--- src/rtl/score_keeper.sv ---
// Pong score/rally sequencer: IDLE -> SERVE countdown -> PLAY -> OVER; all outputs registered, 1-cycle response.
// No backpressure (pulse inputs are consumed on the sampling edge). Optional winner blink under SCORE_BLINK_EN.
module score_keeper #(
  parameter int WIN_SCORE    = 9,
  parameter int PAUSE_FRAMES = 60
) (
  input  logic       clk,
  input  logic       reset,
  input  logic       frame_tick,
  input  logic       start,
  input  logic       point_left,
  input  logic       point_right,
  output logic [3:0] score_left,
  output logic [3:0] score_right,
  output logic       ball_run,
  output logic       serve_dir,
  output logic       game_over,
  output logic       winner,
  output logic       show_left,
  output logic       show_right
);

  localparam logic [1:0] S_IDLE  = 2'd0;
  localparam logic [1:0] S_SERVE = 2'd1;
  localparam logic [1:0] S_PLAY  = 2'd2;
  localparam logic [1:0] S_OVER  = 2'd3;

  localparam logic [3:0] WIN_Q      = 4'(WIN_SCORE);
  localparam logic [9:0] PAUSE_LAST = 10'(PAUSE_FRAMES - 1);

  logic [1:0] state_q, state_d;
  logic [9:0] cnt_q, cnt_d;
  logic [3:0] sl_q, sl_d, sr_q, sr_d;
  logic [3:0] sl_inc, sr_inc;
  logic       run_q, run_d;
  logic       dir_q, dir_d;
  logic       over_q, over_d;
  logic       win_q, win_d;

  assign sl_inc = sl_q + 4'd1;
  assign sr_inc = sr_q + 4'd1;

  always_comb begin
    state_d = state_q;
    cnt_d   = cnt_q;
    sl_d    = sl_q;
    sr_d    = sr_q;
    run_d   = run_q;
    dir_d   = dir_q;
    over_d  = over_q;
    win_d   = win_q;
    unique case (state_q)
      S_IDLE: begin
        if (start) begin
          state_d = S_SERVE;
          sl_d    = '0;
          sr_d    = '0;
          cnt_d   = '0;
          dir_d   = 1'b0;
        end
      end
      S_SERVE: begin
        if (frame_tick) begin
          if (cnt_q == PAUSE_LAST) begin
            state_d = S_PLAY;
            cnt_d   = '0;
            run_d   = 1'b1;
          end else begin
            cnt_d = cnt_q + 10'd1;
          end
        end
      end
      S_PLAY: begin
        // Simultaneous points are a glitch and both are dropped.
        if (point_left && !point_right) begin
          sl_d  = sl_inc;
          dir_d = 1'b1;
          run_d = 1'b0;
          if (sl_inc == WIN_Q) begin
            state_d = S_OVER;
            over_d  = 1'b1;
            win_d   = 1'b0;
          end else begin
            state_d = S_SERVE;
            cnt_d   = '0;
          end
        end else if (point_right && !point_left) begin
          sr_d  = sr_inc;
          dir_d = 1'b0;
          run_d = 1'b0;
          if (sr_inc == WIN_Q) begin
            state_d = S_OVER;
            over_d  = 1'b1;
            win_d   = 1'b1;
          end else begin
            state_d = S_SERVE;
            cnt_d   = '0;
          end
        end
      end
      default: begin
        if (start) begin
          state_d = S_SERVE;
          sl_d    = '0;
          sr_d    = '0;
          cnt_d   = '0;
          dir_d   = 1'b0;
          over_d  = 1'b0;
        end
      end
    endcase
  end

  always_ff @(posedge clk or posedge reset) begin
    if (reset) begin
      state_q <= S_IDLE;
      cnt_q   <= '0;
      sl_q    <= '0;
      sr_q    <= '0;
      run_q   <= 1'b0;
      dir_q   <= 1'b0;
      over_q  <= 1'b0;
      win_q   <= 1'b0;
    end else begin
      state_q <= state_d;
      cnt_q   <= cnt_d;
      sl_q    <= sl_d;
      sr_q    <= sr_d;
      run_q   <= run_d;
      dir_q   <= dir_d;
      over_q  <= over_d;
      win_q   <= win_d;
    end
  end

  assign score_left  = sl_q;
  assign score_right = sr_q;
  assign ball_run    = run_q;
  assign serve_dir   = dir_q;
  assign game_over   = over_q;
  assign winner      = win_q;

`ifdef SCORE_BLINK_EN
  logic [3:0] blink_q, blink_d;
  logic       shl_q, shl_d, shr_q, shr_d;

  // Blink counter only runs while staying in OVER; any other edge clears it.
  always_comb begin
    blink_d = '0;
    shl_d   = 1'b1;
    shr_d   = 1'b1;
    if (state_q == S_OVER && state_d == S_OVER) begin
      blink_d = blink_q;
      shl_d   = shl_q;
      shr_d   = shr_q;
      if (frame_tick) begin
        blink_d = blink_q + 4'd1;
        if (blink_q == 4'hF) begin
          if (win_q) shr_d = !shr_q;
          else       shl_d = !shl_q;
        end
      end
    end
  end

  always_ff @(posedge clk or posedge reset) begin
    if (reset) begin
      blink_q <= '0;
      shl_q   <= 1'b1;
      shr_q   <= 1'b1;
    end else begin
      blink_q <= blink_d;
      shl_q   <= shl_d;
      shr_q   <= shr_d;
    end
  end

  assign show_left  = shl_q;
  assign show_right = shr_q;
`else
  assign show_left  = 1'b1;
  assign show_right = 1'b1;
`endif

endmodule

--- config.mk ---
export PLATFORM = sky130hd
export DESIGN_NAME = score_keeper
export DESIGN_NICKNAME = d
export VERILOG_FILES = /design/src/rtl/score_keeper.sv
export SDC_FILE = /design/constraint.sdc
export NUM_CORES = 1
export LEC_CHECK = 0
export CORE_UTILIZATION = 43
export DETAILED_ROUTE_END_ITERATION = 16
export GPL_ROUTABILITY_DRIVEN = 0
export GPL_TIMING_DRIVEN = 0
export PLACE_DENSITY = 0.66
export SYNTH_ARGS = -nofsm -noshare
export SYNTH_HDL_FRONTEND = slang
export SYNTH_SLANG_ARGS = --single-unit
--- constraint.sdc ---
create_clock -name clk -period 3.3 [get_ports clk]
set_input_delay 0.33 -clock clk [delete_from_list [all_inputs] [get_ports clk]]
set_output_delay 0.33 -clock clk [all_outputs]
set_load 0.01 [all_outputs]
# Word-level counts from Yosys, hierarchy flattened
# Index checks and enable logic that the tools add are counted.
[totals] reg_bits=24 in_bits=6 output_inout_bits=14 elab_cells=85
[classes] n_addsub=3 eq_ne=16 mux=37 n_bitwise=2 reduce_logical=19
[ops] op="10-bit two-way mux" n=7
[ops] op="10-bit one-hot mux with 2 select lines" n=1
[ops] op="4-bit two-way mux" n=4
[ops] op="4-bit one-hot mux with 2 select lines" n=2
[ops] op="4-bit AND reduction" n=4
[ops] op="3-bit != test, second input constant" n=5
[ops] op="2-bit two-way mux" n=7
[ops] op="1-bit two-way mux" n=12
[ops] op="10-bit by 1-bit adder with 10-bit output, second input constant" n=1
[ops] op="10-bit by 6-bit == test with 1-bit output, second input constant" n=1
[ops] op="2-bit != test, second input constant" n=5
[ops] op="5-bit AND reduction" n=2
[ops] op="4-bit by 1-bit adder with 4-bit output, second input constant" n=2
[ops] op="4-bit == test, second input constant" n=2
[ops] op="2-bit nonzero test" n=4
[ops] op="1-bit one-hot mux with 2 select lines" n=3
[ops] op="3-bit AND reduction" n=2
[ops] op="2-bit one-hot mux with 2 select lines" n=1
[ops] op="3-bit nonzero test" n=1
[ops] op="2-bit by 1-bit == test with 1-bit output, second input constant" n=1
[ops] op="2-bit == test, second input constant" n=1
[ops] op="1-bit logical AND" n=2
[ops] op="1-bit logical NOT" n=2
[ops] op="2-bit logical NOT" n=1
[ops] op="3 further kinds" n=4

# Longest topological paths before layout
# Gate-level depths: netlist of the first run.
[depth] word_depth=6 depth_mapped=9 depth_no_buf=7

# Worst setup path after synthesis of the first run
# Ideal clock, no wire load.
[synth_timing] path_type="flip-flop to flip-flop" from="register state_q[0]" to="register cnt_q[5]" setup_time_ns=0.103 arrival_time_ns=1.835 required_ns=3.197 slack_ns=1.361 path_stages_with_launch=9 n_path_buf=2 period_less_slack_ns=1.939 cell_sequence="dfrtp_1 > inv_1 > ha_1 > buf_2 > nand2_1 > o311ai_2 > or3_1 > buf_2 > o41ai_2"
[synth_via] elab_chain_cells=3 elab_cells_between_ends=9 cone_classes="eq/ne (6); mux (1); reduce/logical (2)"
[synth_lines] item="start: declaration" line="31" text="logic [1:0] state_q, state_d;"
[synth_lines] item="start signal: assignment" line="125" text="state_q <= state_d;"
[synth_lines] item="2-bit == test or 2-bit by 1-bit == test with 1-bit output (tied branches)" line="52" text="unique case (state_q)"
[synth_lines] item="3-bit != test (no line) (tied with other cells)"
[synth_lines] item="5-bit AND reduction (no line)"
[synth_lines] item="end signal: assignment" line="126" text="cnt_q <= cnt_d;"
[synth_lines] item="end: declaration" line="32" text="logic [9:0] cnt_q, cnt_d;"
# Parallel ways exist; a longest one is shown, timed or not.
# A chain may end at the register's enable or synchronous reset.

# Worst setup path in the final report of the first run
[layout_timing] from="input point_left" to="register cnt_q[5]"
[layout_via] elab_chain_cells=4 elab_cells_between_ends=9 cone_classes="eq/ne (3); mux (2); reduce/logical (4)"
[layout_lines] item="start: declaration" line="11" text="input logic point_left,"
[layout_lines] item="1-bit logical NOT" line="87" text="end else if (point_right && !point_left) begin"
[layout_lines] item="1-bit logical AND" line="87"
[layout_lines] item="3-bit != test (no line)"
[layout_lines] item="5-bit AND reduction (no line)"
# Parallel ways exist; a longest one is shown, timed or not.

==> results of run 1 <==
-- registers in the layout, summed over array words and instances (netlist names) --
| register | count |
|---|---|
| score_right | 4 |
| cnt_q | 10 |
| state_q | 2 |
| game_over | 1 |
| serve_dir | 1 |
| ball_run | 1 |
| score_left | 4 |
| winner | 1 |
-- per-layer routing --
| metal | GRT usage | part of all wire |
|---|---|---|
| met5 | 0 | 0 |
| met4 | 0.04762 | 0.0069 |
| met2 | 0.2948 | 0.46 |
| met3 | 0.01863 | 0.031 |
| met1 | 0.2973 | 0.51 |
-- worst max-delay path by stage --
stage,startpoint,endpoint,slack [ns],cells past startpoint
after floorplan,state_q[0],cnt_q[5],1.36,8
after global placement,point_left,cnt_q[5],0.77,8
after detailed placement,point_left,cnt_q[5],0.76,8
after CTS,point_left,cnt_q[5],1.10,8
after global routing,state_q[0],cnt_q[3],0.97,8
final,point_left,cnt_q[5],1.07,8
-- report_power, final --
| group | switching [uW] | total [uW] | internal (uW) | leakage [uW] |
|---|---|---|---|---|
| clock | 93.8 | 161 | 67.4 | 0.0000210 |
| sequential | 33.8 | 362 | 328 | 0.000326 |
| combinational | 263 | 423 | 160 | 0.000476 |
| total | 391 | 946 | 556 | 0.000822 |
-- cell usage in the layout, fill, tap and decap left out, types with 4 or more instances in the layout --
cell | synthesis | routed
a22o_1 | 5 | 5
a21oi_1 | 6 | 6
nor2_1 | 7 | 7
ha_1 | 11 | 11
inv_1 | 15 | 15
clkdlybuf4s50_1 | 0 | 17
o31ai_1 | 7 | 7
dfrtp_1 | 24 | 24
nand2b_1 | 8 | 8
nand3_1 | 12 | 12
buf_2 | 4 | 4
o21ai_1 | 8 | 8
o22ai_1 | 4 | 4
nand2_1 | 19 | 19
o21ai_0 | 7 | 7
-- cell type report --
cell class,instances,area share
multi-input combinational,125,0.4676
sequential,24,0.3306
timing repair buffer,17,0.09366
inverter,16,0.03306
tap,46,0.03168
buffer,8,0.02342
clock buffer,4,0.01997
-- stage by stage --
| stage | utilization | instances | worst slack (ns) | hold slack, ns | instance area [um2] |
|---|---|---|---|---|---|
| final | 0.5360 | 240 | 1.074 | 0.5105 | 1817 |
| after global routing | 0.5360 | 240 | 0.9657 | 0.5554 | 1817 |
| after CTS | 0.5360 | 240 | 1.101 | 0.5290 | 1817 |
| after detailed placement | 0.5253 | 236 | 0.7606 | 0.5037 | 1780 |
| after global placement | 0.5253 | 236 | 0.7720 | 0.4919 | 1780 |
| after floorplan | - | 173 | 1.361 | 0.3446 | 1553 |
-- logic make-up after synthesis --
family | Yosys count | share of synthesized area
DFF | 24 | 0.3877
buffers and inverters | 24 | 0.06623
and+or+nand+nor | 59 | 0.1874
muxes | 2 | 0.01292
AOI/OAI and AO/OA | 48 | 0.2326
xor gates and xnor gates | 3 | 0.02181
other | 1 | 0.002421
adders and majority gates | 11 | 0.08885
==> impl_metrics.env, run 1 <==
export IMPL_portBuffers=17
export IMPL_synth_async_reset_ratio=1.000
export IMPL_synth_warnings=0
export IMPL_synth_flop_cell="dfrtp_1"
export IMPL_multi_input_area_um2=849.6
export IMPL_wl_per_cell_um=13.89
export IMPL_synthCells=172
export IMPL_crit_family="buffers and inverters"
export IMPL_period_needed_ns=2.226
export IMPL_end_kind="flop"
export IMPL_slew_viol_final=0
export IMPL_max_freq_ghz=0.4491
export IMPL_cts_resized=0
export IMPL_path_buf_inv=3
export IMPL_ant_nets=0
export IMPL_setup_viol=0
export IMPL_dpl_hpwl_um=2409
export IMPL_worstPathArrival_ns=2.45
export IMPL_nets=212
export IMPL_cpPeakStageDelay_ns=0.49
export IMPL_synth_cell_types=40
export IMPL_slew_headroom=0.3782
export IMPL_post_route_period_util=0.6747
export IMPL_tightest_slew_ns=0.9317
export IMPL_num_antenna_cells=0
export IMPL_num_rows=21
export IMPL_synth_edf_count=0
export IMPL_finalPower_uw=946.1
export IMPL_cts_tree="yes"
export IMPL_cp_data_required_time_ns=3.53
export IMPL_cp_max_fo=9
export IMPL_cts_root_buf="clkbuf_4"
export IMPL_critPathSlowestCell="clkdlybuf4s50_1"
export IMPL_grt_pass1_wl_um=5561
export IMPL_clk_latency_ns=0.31
export IMPL_ff2ff_setup_slack_ns=1.10
export IMPL_cap_violations=0
export IMPL_rsz0062_at_grt="false"
export IMPL_synth_top_area_cell="dfrtp_1"
export IMPL_grt_max_degree=25
export IMPL_ys_seq_area_frac=0.3877
export IMPL_ys_top_cells_by_count="dfrtp_1 (24), nand2_1 (19), inv_1 (15), nand3_1 (12), ha_1 (11)"
export IMPL_r2r_start="state_q[0]"
export IMPL_finalHoldViolations=0
export IMPL_drive_gt1_frac=0.09278
export IMPL_fillCellCount=311
export IMPL_initial_core_util=0.4570
export IMPL_leakagePower_uw=0.0008223
export IMPL_cts_buffer_depth=2
export IMPL_status="complete, no violations"
export IMPL_rr_worst_depth=8
export IMPL_htreeDepth=1
export IMPL_criticalPathCategory="input port to flop"
export IMPL_reg2reg_to="cnt_q[5]"
export IMPL_synthTopCellsByArea="dfrtp_1 (39%), ha_1 (8.9%), nand2_1 (4.6%), nand3_1 (3.9%), inv_1 (3.6%)"
export IMPL_seq_area_um2=600.6
export IMPL_crit_chain="clkdlybuf4s50_1, inv_1, ha_1, nand2_1, o311ai_2, or3_1, buf_2, o41ai_2"
export IMPL_cts_sinks=24
export IMPL_gr_total_overflow=0
export IMPL_via_count=1306
export IMPL_min_path_type="input port to asynchronous set/reset pin"
export IMPL_grt_use_total=0.1945
export IMPL_syn2layout_area_growth_pct=17.29
export IMPL_wl_um=3334
export IMPL_critPathLaunchType="input port"
export IMPL_die_area_mm2=0.003846
export IMPL_cts_inserted_buffers=3
export IMPL_post_cts_repair_setup_buffers=0
export IMPL_netlist_area_mm2=0.001549
export IMPL_clk_pin_slew_worst_paths_ns=0.14
export IMPL_synth_seq_cells=24
export IMPL_core_mm2=0.003390
export IMPL_finalSetupTns_ns=0
export IMPL_post_route_drc_count=0
export IMPL_hold_buffers=0
export IMPL_fin_worst_skew_ns=0.001365
export IMPL_ios=20
export IMPL_vdd_drop_max_uv=304.0
export IMPL_first_global_vias=1205
export IMPL_drt_iter0_markers=106
export IMPL_die_x_um=62.02
export IMPL_avgSynthCellArea_um2=9.006
export IMPL_yosys_area_top_type_share=0.3877
export IMPL_grt_antenna_before_repair=0
export IMPL_power_density_mw_per_mm2=520.8
export IMPL_fp_dieH_um=62.02
export IMPL_dr_pass1_iters=4
export IMPL_viasPerCell=5.442
export IMPL_yosysMostFrequentCell="dfrtp_1"
Note: power is estimated with default switching activity, not from simulation.
==> run 2, diff against run 1 <==
--- a/config.mk
+++ b/config.mk
@@ -9,7 +9,7 @@
 export DETAILED_ROUTE_END_ITERATION = 16
 export GPL_ROUTABILITY_DRIVEN = 0
 export GPL_TIMING_DRIVEN = 0
-export PLACE_DENSITY = 0.66
+export PLACE_DENSITY = 0.68
 export SYNTH_ARGS = -nofsm -noshare
 export SYNTH_HDL_FRONTEND = slang
 export SYNTH_SLANG_ARGS = --single-unit
==> constraint.sdc (replaced) <==
create_clock -name clk -period 1.9 [get_ports clk]
set_input_delay 0.19 -clock clk [delete_from_list [all_inputs] [get_ports clk]]
set_output_delay 0.19 -clock clk [all_outputs]
set_load 0.01 [all_outputs]
==> impl_metrics.env, run 2 (same netlist as run 1, synthesis figures left out) <==
export IMPL_dpl_hpwl_um=2408
export IMPL_end_kind="flop"
export IMPL_die_x_um=62.02
export IMPL_max_freq_ghz=0.5307
export IMPL_num_antenna_cells=0
export IMPL_finalPower_uw=2119
export IMPL_drive_gt1_frac=0.2619
export IMPL_cp_data_required_time_ns=2.10
export IMPL_crit_chain="or3_4, o41ai_4, buf_4, nor2_1, o31ai_2, o41ai_4"
export IMPL_status="complete, no violations"
export IMPL_grt_max_degree=25
export IMPL_cp_max_fo=5
export IMPL_initial_core_util=0.4570
export IMPL_final_critical_path_setup_slack_ns=0.01570
export IMPL_slew_viol_final=0
export IMPL_cpPeakStageDelay_ns=0.44
export IMPL_cts_inserted_buffers=3
export IMPL_viasPerCell=5.387
export IMPL_vdd_drop_max_uv=563.6
export IMPL_syn2layout_area_growth_pct=36.83
export IMPL_setup_viol=0
export IMPL_cp_common_cell="o41ai_4"
export IMPL_cts_sinks=24
export IMPL_wl_um=3724
export IMPL_cts_root_buf="clkbuf_4"
export IMPL_cts_tree="yes"
export IMPL_grt_antenna_before_repair=0
export IMPL_dr_pass1_iters=4
export IMPL_path_buf_inv=1
export IMPL_grt_use_total=0.2095
export IMPL_period_needed_ns=1.884
export IMPL_slew_headroom=0.3606
export IMPL_fp_dieH_um=62.02
export IMPL_die_area_mm2=0.003846
export IMPL_critPathLaunchType="flop"
export IMPL_crit_family="compound AO/OA/AOI/OAI gates"
export IMPL_ios=20
export IMPL_core_mm2=0.003390
export IMPL_fin_worst_skew_ns=0.01452
export IMPL_leakagePower_uw=0.0009477
export IMPL_holdWs_ns=0.3516
export IMPL_min_path_type="input port to asynchronous set/reset pin"
export IMPL_wl_per_cell_um=14.55
export IMPL_largest_reg_flops=10
export IMPL_grt_pass1_wl_um=5837
export IMPL_r2r_start="cnt_q[6]"
export IMPL_via_count=1379
export IMPL_post_route_period_util=0.9917
export IMPL_criticalPathCategory="flop to flop"
export IMPL_finalSetupTns_ns=0
export IMPL_htreeDepth=1
export IMPL_portBuffers=17
export IMPL_drt_iter0_markers=66
export IMPL_finalHoldViolations=0
export IMPL_post_route_drc_count=0
export IMPL_clk_latency_ns=0.33
export IMPL_clk_pin_slew_worst_paths_ns=0.15
export IMPL_top_register="cnt_q"
export IMPL_power_density_mw_per_mm2=999.8
export IMPL_gr_total_overflow=0
export IMPL_tightest_slew_ns=0.9580
export IMPL_place_ws_ns=-0.5256
export IMPL_num_rows=21
export IMPL_cap_violations=0
export IMPL_ant_nets=0
export IMPL_final_cell_mix="dfrtp_1 (23), nand2_1 (17), clkdlybuf4s50_1 (17)"
export IMPL_critPathSlowestCell="dfrtp_1"
export IMPL_final_common_cell="dfrtp_1"
export IMPL_rsz0062_at_grt="true"
export IMPL_cts_buffer_depth=2
export IMPL_first_global_vias=1330
export IMPL_worstPathArrival_ns=2.09
export IMPL_critPathLaunch="cnt_q[6]"
export IMPL_nets=228
==> run 2: timing repair <==
action,CTS,global route
hold buffers,0,0
resized for setup,14,19
endpoints found under the setup margin,14,11
gates cloned,0,1
setup buffers,10,5
pin swaps,2,2
==> run 2: stage by stage <==
| stage | cells | util | instance area, um2 |
|---|---|---|---|
| after floorplan | 173 | - | 1565 |
| after global placement | 236 | 0.5290 | 1793 |
| after detailed placement | 236 | 0.5290 | 1793 |
| after CTS | 250 | 0.5836 | 1978 |
| after global routing | 256 | 0.6253 | 2120 |
| final | 256 | 0.6253 | 2120 |
==> run 2: area by class of cell <==
| class | count | area, um2 |
|---|---|---|
| sequential | 24 | 601.8 |
| inverter | 16 | 60.06 |
| timing repair buffer | 33 | 291.5 |
| clock buffer | 3 | 22.52 |
| buffer | 8 | 66.31 |
| fill | 284 | 1270 |
| multi-input combinational | 125 | 989.7 |
| tap | 46 | 57.56 |
| clock inverter | 1 | 30.03 |
==> run 2: per-layer routing <==
layer	vias to the layer above	GRT usage	routed length, um	share of wire
met1	670	0.2748	1740	0.47
met5	-	0	0	0
met3	6	0.02484	81	0.022
met2	24	0.3480	1822	0.49
li1	679	-	-	-
met4	0	0.08889	80	0.021
==> run 2: power breakdown <==
part	internal, uW	switching, uW
clock	214	168
sequential	569	60.6
combinational	530	578
==> run 2: worst register-to-register path: stages, from the launching register on <==
cell and delay [ns]:
dfrtp_1 0.44, or3_4 0.41, o41ai_4 0.24, buf_4 0.19, nor2_1 0.06, o31ai_2 0.30, o41ai_4 0.13
==> run 2: worst paths after layout <==
path | to | slack, ns | depth (start not counted)
setup / recovery | cnt_q[5] | 0.02 | 6
hold / removal | score_left[0] | 0.35 | 2
setup reg to reg | cnt_q[5] | 0.02 | 6
hold reg to reg | game_over | 0.53 | 2
max in group asynchronous | cnt_q[5] | 0.89 | 2
min in group clk | game_over | 0.53 | 2
